[src/rtl/button_event_pkg.sv]
// Shared types and constants for the button event classifier.
// Latency: n/a (declarations only).
// Backpressure: n/a.
package button_event_pkg;

  // Width of the saturating phase counter (and the optional repeat counter).
  localparam int unsigned CTR_W = 32;

  // Classifier states: idle, first press held, long hold, waiting for a second
  // press after a short release, second press held.
  typedef enum logic [2:0] {
    IDLE      = 3'd0,
    PRESSED   = 3'd1,
    LONG_HELD = 3'd2,
    WAIT_DBL  = 3'd3,
    SECOND    = 3'd4
  } state_t;

  // Increment that sticks at all-ones instead of wrapping.
  function automatic logic [CTR_W-1:0] sat_inc(input logic [CTR_W-1:0] i_val);
    return (i_val == {CTR_W{1'b1}}) ? i_val : i_val + 1'b1;
  endfunction

endpackage

[src/rtl/edge_detect.sv]
// Rising/falling edge detector on the debounced button level.
// Latency: edges are combinational against the level registered at the previous edge.
// Backpressure: none; the level is sampled every clock.
module edge_detect (
  input  logic iCLK,
  input  logic iRESET,
  input  logic iSIG,
  output logic oRISE,
  output logic oFALL
);

  logic r_sig_d;

  // Previous-cycle level; cleared by reset so a button held through reset
  // reads as a fresh rising edge once reset lifts.
  always_ff @(posedge iCLK) begin
    if (iRESET) begin
      r_sig_d <= 1'b0;
    end else begin
      r_sig_d <= iSIG;
    end
  end

  assign oRISE = iSIG & ~r_sig_d;
  assign oFALL = ~iSIG & r_sig_d;

endmodule

[src/rtl/button_event.sv]
// Classifies a debounced button level into press/release/short/long/double pulses.
// Latency: every output is a registered one-cycle pulse in the cycle after its deciding edge.
// Backpressure: none; pulses are fire-and-forget. Optional auto-repeat: BUTTON_EVENT_REPEAT_EN.
module button_event
  import button_event_pkg::*;
#(
  parameter logic [31:0] pLONG_CLKS   = 32'd50_000_000,
  parameter logic [31:0] pDBL_CLKS    = 32'd15_000_000,
  parameter logic [31:0] pREPEAT_CLKS = 32'd10_000_000
) (
  input  logic iCLK,
  input  logic iRESET,
  input  logic iSIG,
  output logic oPRESS,
  output logic oRELEASE,
  output logic oSHORT,
  output logic oLONG,
  output logic oDOUBLE,
  output logic oREPEAT
);

  // The counter reads k-1 at the k-th edge after a transition, so a window of
  // N clocks closes when the counter holds N-1.
  localparam logic [CTR_W-1:0] LONG_LAST = pLONG_CLKS - 32'd1;
  localparam logic [CTR_W-1:0] DBL_LAST  = pDBL_CLKS - 32'd1;

  logic             w_rise;
  logic             w_fall;
  logic             w_long_hit;
  logic             w_dbl_hit;

  state_t           r_state;
  logic [CTR_W-1:0] r_cnt;
  logic             r_press;
  logic             r_release;
  logic             r_short;
  logic             r_long;
  logic             r_double;

  edge_detect u_edge_detect (
    .iCLK   (iCLK),
    .iRESET (iRESET),
    .iSIG   (iSIG),
    .oRISE  (w_rise),
    .oFALL  (w_fall)
  );

  assign w_long_hit = (r_cnt == LONG_LAST);
  assign w_dbl_hit  = (r_cnt == DBL_LAST);

  // Classifier FSM: the counter free-runs (saturating) and is cleared on every
  // state change. A release always beats a long timeout on the same edge, and a
  // second press beats the short-click timeout on the same edge.
  always_ff @(posedge iCLK) begin
    if (iRESET) begin
      r_state   <= IDLE;
      r_cnt     <= '0;
      r_press   <= 1'b0;
      r_release <= 1'b0;
      r_short   <= 1'b0;
      r_long    <= 1'b0;
      r_double  <= 1'b0;
    end else begin
      r_press   <= w_rise;
      r_release <= w_fall;
      r_short   <= 1'b0;
      r_long    <= 1'b0;
      r_double  <= 1'b0;
      r_cnt     <= sat_inc(r_cnt);

      case (r_state)
        IDLE: begin
          if (w_rise) begin
            r_state <= PRESSED;
            r_cnt   <= '0;
          end
        end

        PRESSED: begin
          if (w_fall) begin
            r_state <= WAIT_DBL;
            r_cnt   <= '0;
          end else if (w_long_hit) begin
            r_long  <= 1'b1;
            r_state <= LONG_HELD;
            r_cnt   <= '0;
          end
        end

        LONG_HELD: begin
          if (w_fall) begin
            r_state <= IDLE;
            r_cnt   <= '0;
          end
        end

        WAIT_DBL: begin
          if (w_rise) begin
            r_state <= SECOND;
            r_cnt   <= '0;
          end else if (w_dbl_hit) begin
            r_short <= 1'b1;
            r_state <= IDLE;
            r_cnt   <= '0;
          end
        end

        SECOND: begin
          if (w_fall) begin
            r_double <= 1'b1;
            r_state  <= IDLE;
            r_cnt    <= '0;
          end else if (w_long_hit) begin
            r_long  <= 1'b1;
            r_state <= LONG_HELD;
            r_cnt   <= '0;
          end
        end

        default: begin
          r_state <= IDLE;
          r_cnt   <= '0;
        end
      endcase
    end
  end

  assign oPRESS   = r_press;
  assign oRELEASE = r_release;
  assign oSHORT   = r_short;
  assign oLONG    = r_long;
  assign oDOUBLE  = r_double;

`ifdef BUTTON_EVENT_REPEAT_EN
  localparam logic [CTR_W-1:0] REP_LAST = pREPEAT_CLKS - 32'd1;

  logic [CTR_W-1:0] r_rep_cnt;
  logic             r_repeat;

  // Auto-repeat: counts only while the long hold continues; it is zero on the
  // edge that enters LONG_HELD, so the first repeat lands pREPEAT_CLKS after
  // oLONG. A release on a repeat edge suppresses that repeat.
  always_ff @(posedge iCLK) begin
    if (iRESET) begin
      r_rep_cnt <= '0;
      r_repeat  <= 1'b0;
    end else begin
      r_repeat <= 1'b0;
      if ((r_state == LONG_HELD) && !w_fall) begin
        if (r_rep_cnt == REP_LAST) begin
          r_repeat  <= 1'b1;
          r_rep_cnt <= '0;
        end else begin
          r_rep_cnt <= r_rep_cnt + 1'b1;
        end
      end else begin
        r_rep_cnt <= '0;
      end
    end
  end

  assign oREPEAT = r_repeat;
`else
  // Repeat period only matters when auto-repeat is built in.
  logic w_unused_repeat;
  assign w_unused_repeat = ^pREPEAT_CLKS;
  assign oREPEAT         = 1'b0;
`endif

endmodule

[config.mk]
export PLATFORM = sky130hd
export DESIGN_NAME = button_event
export DESIGN_NICKNAME = d
export VERILOG_FILES = /design/src/rtl/button_event_pkg.sv /design/src/rtl/edge_detect.sv /design/src/rtl/button_event.sv
export SDC_FILE = /design/constraint.sdc
export NUM_CORES = 1
export LEC_CHECK = 0
export CORE_UTILIZATION = 50
export CTS_CLUSTER_DIAMETER = 200
export CTS_CLUSTER_SIZE = 25
export DETAILED_ROUTE_END_ITERATION = 10
export PLACE_DENSITY = 0.67
export REMOVE_ABC_BUFFERS = 1
export SLEW_MARGIN = 20
export SYNTH_ARGS = -nofsm -noshare
export SYNTH_HDL_FRONTEND = slang
export SYNTH_HIERARCHICAL = 1
export SYNTH_SLANG_ARGS = --single-unit
[constraint.sdc]
create_clock -name iCLK -period 3.75 [get_ports iCLK]
set_input_delay 0.375 -clock iCLK [delete_from_list [all_inputs] [get_ports iCLK]]
set_output_delay 0.375 -clock iCLK [all_outputs]
set_load 0.1 [all_outputs]
# Yosys cells after proc, flatten, opt, wreduce, memory -nomap -nowiden
# Cells that the tools add are included.
[word_totals]
regBits = 41
word_cells = 51
[classes]
addsub = 1
eq_ne = 10
mux = 19
bitwise = 7
n_reduce_logical = 6
[op_table]
columns = ["op", "n"]
rows = [
  ["32-bit two-way mux", 7],
  ["32-bit one-hot mux with 4 select lines", 1],
  ["32-bit by 1-bit adder with 32-bit output, second input constant", 1],
  ["32-bit by 24-bit equality test with 1-bit output, second input constant", 1],
  ["32-bit by 26-bit equality test with 1-bit output, second input constant", 1],
  ["32-bit equality test, second input constant", 1],
  ["3-bit two-way mux", 7],
  ["3-bit one-hot mux with 5 select lines", 1],
  ["3-bit by 2-bit equality test with 1-bit output, second input constant", 2],
  ["3-bit OR reduction", 2],
  ["1-bit NOT", 5],
  ["2-bit inequality test, second input constant", 2],
  ["2-bit OR reduction", 2],
  ["3-bit by 1-bit equality test with 1-bit output, second input constant", 1],
  ["3-bit equality test, second input constant", 1],
  ["3-bit logical NOT", 1],
  ["1-bit two-way mux", 3],
  ["3-bit inequality test, second input constant", 1],
  ["3-bit AND reduction", 1],
  ["1-bit bitwise AND", 2],
]

# Longest topological paths before layout
# Gate-level depths: netlist of run 1.
[depth]
depth_word = 5
mapped_depth = 9
mapped_depth_nobuf = 6

# Hierarchy
# The synthesis of run 1 kept the hierarchy.
[by_module_without_submodules]
columns = ["module", "instances", "cells_each", "area_per_inst_um2", "seq_area_each_um2"]
rows = [
  ["button_event", 1, 271, 2486.1, 800.8],
  ["edge_detect", 1, 4, 38.8, 20.0],
]

# Least setup slack after synthesis of run 1
# Ideal clock, no wire load.
[synth_timing]
path_kind = "flip-flop to flip-flop"
from = "reg r_cnt[12]"
to = "reg r_cnt[13]"
t_arrival_ns = 1.950
slack_ns = 1.671
stages_incl_launch_ff = 8
path_buffers = 2
path_cell_list = "dfxtp_1 > buf_6 > or4b_4 > nor4_4 > o211ai_2 > a211oi_4 > buf_6 > a211oi_1"
[synth_via]
elab_chain_len = 5
elab_cells_between_ends = 12
[synth_lines]
columns = ["element", "line_no", "text"]
rows = [
  ["start, declared", "button_event.sv:33", "logic [CTR_W-1:0] r_cnt;"],
  ["start signal, assigned", "button_event.sv:69", "r_cnt <= sat_inc(r_cnt);"],
  ["32-bit by 1-bit adder with 32-bit output / 32-bit equality test (equally long branches)", "button_event_pkg.sv:21", "return (i_val == {CTR_W{1'b1}}) ? i_val : i_val + 1'b1;"],
  ["32-bit two-way mux", "button_event_pkg.sv:21", ""],
  ["32-bit two-way mux, on equally long branches", "button_event.sv:83, button_event.sv:113, button_event.sv:101", ""],
  ["32-bit two-way mux, on equally long branches", "button_event.sv:109, button_event.sv:98", ""],
  ["32-bit one-hot mux with 4 select lines *", "button_event.sv:71", "case (r_state)"],
]
# Mark *: on every way between the ends. The rest lies on a longest branch, timed or not.
# A chain may end at the register's enable or synchronous reset.

# Final worst setup path of run 1
[layout_timing]
from = "reg r_cnt[0]"
to = "reg r_cnt[17]"
# Same word-level chain as after synthesis.

==> results of run 1 <==
## final cells by class
cell class	count	area (um2)
clock buffer	5	68.8
fill	447	2070
clock inverter	3	65.1
timing repair buffer	9	85.1
sequential	41	821
tap	67	83.8
inverter	2	7.51
multi-input combinational	213	1580
## state kept, by name, indices dropped and copies added (netlist names)
signal and cells:
oSHORT 1, oDOUBLE 1, oRELEASE 1, u_edge_detect/r_sig_d 1, oLONG 1, r_state 3, oPRESS 1, r_cnt 32
## per-stage QoR
stage	cell area [um2]	hold WS, ps	instances	power, mW	setup slack (ps)
6_report	2710	541	340	0.947	981
5_1_grt	2710	568	340	0.981	724
4_1_cts	2710	547	340	0.955	1010
3_5_place_dp	2570	529	332	0.535	1030
3_3_place_gp	2570	520	332	0.535	1130
2_1_floorplan	2400	444	256	0.513	595
## cells in the final DEF (no fill, tap or decap), drive strengths merged, types with 7 or more instances in the layout
cell type | netlist | routed
o31ai | 10 | 10
clkdlybuf4s50 | 0 | 7
xnor2 | 12 | 12
and4 | 7 | 7
nand2 | 14 | 14
nand3 | 16 | 16
nand4 | 10 | 10
or3 | 8 | 8
or4 | 9 | 9
nor3 | 27 | 27
nor4 | 12 | 12
and3 | 7 | 7
dfxtp | 41 | 41
a211oi | 17 | 17
nor2 | 11 | 11
nor2b | 9 | 9
## cell families (layout without fill, tap and decap cells)
family / count (synthesis) / in the layout / synth area share
adder cells (fa/ha/maj): 1 / 1 / 0.00495
flip-flops: 41 / 41 / 0.325
multiplexers: 1 / 1 / 0.00396
other: 1 / 1 / 0.00149
XOR/XNOR: 17 / 17 / 0.0590
AND/OR/NAND/NOR: 142 / 142 / 0.384
buffers and inverters: 21 / 19 / 0.0530
AO/OA/AOI/OAI: 51 / 51 / 0.168
## layer usage
| layer | track usage | wire length [um] | up-vias |
|---|---|---|---|
| li1 | - | - | 1062 |
| met1 | 0.309 | 2710 | 1036 |
| met2 | 0.388 | 2690 | 59 |
| met3 | 0.0401 | 266 | 9 |
| met4 | 0.0697 | 67 | 0 |
| met5 | 0 | 0 | - |
## worst max path at each step
stage                      to      start  depth (start not counted)
floorplan           r_cnt[25]  r_cnt[12]                          5
global placement    r_cnt[21]   r_cnt[0]                          6
detailed placement  r_cnt[31]   r_cnt[0]                          6
CTS                 r_cnt[17]   r_cnt[0]                          6
global route        r_cnt[17]   r_cnt[0]                          6
finish              r_cnt[17]   r_cnt[0]                          6
## where the power goes
group	internal [mW]	switching (mW)
Clock	0.265	0.158
Sequential	0.442	0.00674
Combinational	0.0221	0.0539
## critical path: stages, from the launching register on
cell and delay (ps):
dfxtp_1 390, ha_1 180, and3_1 300, nand4_1 480, nor3_4 900, o31ai_1 210
a211oi_2 220
==> impl_metrics.tcl, run 1 <==
set metrics [dict create \
    reg2regPathDepth 6 \
    end_kind "register" \
    synth-main-ff-cell "dfxtp_1" \
    synth_edf_count 0 \
    rows 25 \
    fin_tns_setup_ps 0 \
    fin_skew_ps 7.88 \
    maxCapViolCount 0 \
    hold_path_class "reg -> reg" \
    cts-root-buf "clkbuf_8" \
    synth_seq_cells 41 \
    synth_cell_types 55 \
    slew_viol_final 0 \
    tightestPinTransition_ps 962 \
    pwr_density_cell_nw_per_um2 349 \
    cts_setup_buffers 0 \
    start_util 0.528 \
    wl_um 5740 \
    setup_viol 0 \
    first_global_vias 2002 \
    synth.most_common_cell "dfxtp_1" \
    yosysSeqAreaShare 0.325 \
    antenna_cells 0 \
    yosysTopAreaCell "dfxtp_1" \
    dp_hpwl_um 3920 \
    hold_end "r_cnt[21]" \
    port_buffers 7 \
    max_freq_mhz 361 \
    gp_congestion 0.884 \
    h-tree-depth 2 \
    reg2reg_slack_ps 980 \
    rsz0062_at_grt "no" \
    leakagePower_nw 0.791 \
    viasPerCell 6.37 \
    final_hold_viol_count 0 \
    yosys-top-cells-area "dfxtp_1 33%, nor3_2 7.9%, xnor2_1 4.2%, a211oi_2 4.0%, nand3_1 3.0%" \
    status "complete, no violations" \
    die-area_um2 5340 \
    grt_pass1_wl_um 9600 \
    ios 9 \
    worst-path-max-fanout 28 \
    timing.rr.end "r_cnt[17]" \
    worstSkewPairLatency_ps 290 \
    coreArea_um2 4790 \
    relSlewSlack 0.357 \
    clock_sinks 41 \
    hp-start "r_cnt[21]" \
    firstDrtPassIters 5 \
    wl_per_cell_um 16.9 \
    clkTransAtPathRegs_ps 80 \
    holdBufCountCts 0 \
    grt_max_degree 33 \
    cp.required_ps 3960 \
    finalCriticalPeriod_ps 2770 \
    synth_top_area_share 0.325 \
    min_period_over_period 0.738 \
    ant_nets 0 \
    layout.nets 276 \
    ir_worst_vdd_uv 191 \
    die_h_um 73.1 \
    syn-instance-count 275 \
    antenna_found_initial 0 \
    syn_avg_cell_area_um2 9.18 \
    cts.repair.resized 0 \
    drc_errors 0 \
    hold_depth 2 \
    syn_area_um2 2520 \
    ys_warn_count 6 \
    grt.total_usage 0.234 \
    overflow 0 \
    drive_above_1_share 0.172 \
    r2r-start "r_cnt[0]" \
    synth_common_cells "41 x dfxtp_1, 20 x nor3_2, 15 x nand3_1" \
    critPathKind "reg -> reg" \
    arrival_ps 2980 \
    cts_tree "built" \
    drtIter0Drc 152 \
    via_count 2166 \
    synth-async-reset-ratio 0 \
    cts_buffer_depth 2 \
    numCtsBuffers 5 \
    areaGrowthSynthToFinish_pct 7.48 \
    dieWidth_um 73.1 \
    critPathLaunchType "register" \
    utilization 0.567 \
]
No activity file was read; power rests on OpenSTA's default activity.
==> inputs of run 2 (changes only) <==
PLACE_DENSITY = 0.7   (was 0.67)
clock period = 2.3 ns   (was 3.75 ns; I/O delays follow)
==> run 2 against run 1 <==
Clock-buffer cell count grew 3. Utilization grew 9.0 points. Maximum frequency grew 25%. Hold slack lost 15 ps. First-iteration DRC count grew 25%. Cell count grew 18%. Critical path depth grew 2. Via count grew 12%. Die area is the same. Critical path type unchanged. Highest routed layer unchanged.
==> impl_metrics.tcl, run 2 (synthesized netlist as in run 1, its figures left out) <==
set metrics [dict create \
    critPathLaunchType "register" \
    holdBufCountCts 0 \
    clkTransAtPathRegs_ps 80 \
    drtIter0Drc 190 \
    cp.required_ps 2490 \
    tightestPinTransition_ps 695 \
    p_clk_frac 0.341 \
    numCtsBuffers 5 \
    critPathKind "reg -> reg" \
    overflow 0 \
    finalCriticalPeriod_ps 2210 \
    ir_worst_vdd_uv 312 \
    dieWidth_um 73.1 \
    leakagePower_nw 1.10 \
    wl_um 6620 \
    maxCapViolCount 0 \
    antenna_cells 0 \
    largest_reg_flops 32 \
    timing.rr.end "r_cnt[24]" \
    fill_cells 405 \
    fin_skew_ps 8.17 \
    drc_errors 0 \
    hold_end "r_cnt[15]" \
    pwr_density_cell_nw_per_um2 439 \
    coreArea_um2 4790 \
    dpl_cell_area_um2 2990 \
    finalInstanceArea_um2 3140 \
    gp_congestion 0.853 \
    crit_top_cell "buf_4" \
    slew_viol_final 0 \
    reg2regPathDepth 8 \
    port_buffers 7 \
    r2r-start "r_cnt[6]" \
    die-area_um2 5340 \
    top_register "r_cnt" \
    areaGrowthSynthToFinish_pct 24.5 \
    cts-root-buf "clkbuf_8" \
    ios 9 \
    critPathMaxStageDelay_ps 530 \
    hold_depth 2 \
    multiInputGateArea_um2 1590 \
    firstDrtPassIters 5 \
    seqPwrFrac 0.527 \
    layout.nets 337 \
    relSlewSlack 0.532 \
    cts_tree "built" \
    fin_tns_setup_ps 0 \
    end_kind "register" \
    worst-path-max-fanout 7 \
    drive_above_1_share 0.332 \
    h-tree-depth 2 \
    grt.total_usage 0.265 \
    clock_sinks 41 \
    rows 25 \
    final_hold_viol_count 0 \
    setup_viol 0 \
    wl_per_cell_um 16.5 \
    die_h_um 73.1 \
    final_cell_mix "64 x buf_4, 41 x dfxtp_1, 19 x nor3_2" \
    first_global_vias 2210 \
    largestRegisters "r_cnt (32), r_state (3)" \
    p_switching_uw 370 \
    grt_max_degree 15 \
    grt_pass1_wl_um 10800 \
    layout_commonest_cell "buf_4" \
    status "complete, no violations" \
    cts_buffer_depth 2 \
    seqCellArea_um2 821 \
    worstSkewPairLatency_ps 300 \
    hold_path_class "reg -> reg" \
    crit_slowest_cell "or4b_4" \
    ant_nets 0 \
    p_sw_frac 0.268 \
    min_period_over_period 0.960 \
    start_util 0.528 \
    reg2reg_slack_ps 90 \
    dp_hpwl_um 4740 \
    p_int_mw 1.01 \
    max_freq_mhz 453 \
    combPwrFrac 0.132 \
    worstPathCellList "or4b_4 -> buf_4 -> nor4_4 -> o211ai_2 -> a211oi_4 -> buf_4 -> buf_4 -> nor3_2" \
    viasPerCell 6.04 \
    power_mw 1.38 \
    antenna_found_initial 0 \
    via_count 2424 \
    hp-start "r_cnt[15]" \
    rsz0062_at_grt "no" \
    arrival_ps 2400 \
]
run 2: cell count changes in the layout (fill, tap and decap cells not counted):
cell,before,now
clkdlybuf4s50_1,7,2
clkbuf_1,0,3
buf_4,2,64
nand3_2,1,2
buf_6,0,2
clkinv_2,1,0
buf_12,0,2
bufinv_16,2,0
nand3_1,15,14
run 2: worst max-delay path, delay by kind of cell, from the launching register on:
kind	cells	cell delay (ps)
simple gates	3	880
buf+inv	3	550
compound gates	2	340
flops	1	310
run 2: timing repair:
action,in CTS,in global routing
endpoints found under the setup margin,32,26
pin swaps,1,1
gates resized for setup,0,8
cloned,0,2
endpoints found under the hold margin,0,0
setup buffers,3,1
run 2: power by group through the flow:
stage,combinational [mW],clock (mW),sequential (mW)
2_1_floorplan,0.0817,0,0.755
6_report,0.182,0.471,0.727
4_1_cts,0.163,0.481,0.727
3_5_place_dp,0.158,0,0.744
5_1_grt,0.194,0.509,0.729
3_3_place_gp,0.155,0,0.743
run 2: layout make-up:
class | count | share of cell area
Tap cell | 67 | 0.0267
Multi-Input combinational cell | 213 | 0.505
Sequential cell | 41 | 0.261
Timing Repair Buffer | 70 | 0.179
Inverter | 2 | 0.00239
Clock buffer | 8 | 0.0255
run 2: worst max path at each step:
stage                            to  cells after the start       from  slack, ps
after CTS                 r_cnt[27]                      7   r_cnt[6]         50
after global placement     r_cnt[1]                      6   r_cnt[6]       -220
final                     r_cnt[24]                      8   r_cnt[6]         90
after floorplan           r_cnt[25]                      5  r_cnt[12]       -850
after detailed placement   r_cnt[2]                      6   r_cnt[6]       -260
after global routing      r_cnt[29]                      8   r_cnt[0]          7
run 2: per-layer routing:
| layer | wire (um) | part of all wire | track usage |
|---|---|---|---|
| met3 | 431 | 0.065 | 0.0594 |
| met1 | 2910 | 0.44 | 0.341 |
| met5 | 0 | 0 | 0 |
| met4 | 161 | 0.024 | 0.105 |
| met2 | 3110 | 0.47 | 0.430 |
run 2: stage by stage:
stage / instances / setup WS [ps] / hold WS, ps / utilization
after floorplan: 256 / -855 / 299 / -
after global placement: 387 / -216 / 513 / 0.624
after detailed placement: 387 / -265 / 516 / 0.624
after CTS: 398 / 47.6 / 530 / 0.648
after global routing: 401 / 7.17 / 565 / 0.657
final: 401 / 93.0 / 527 / 0.657
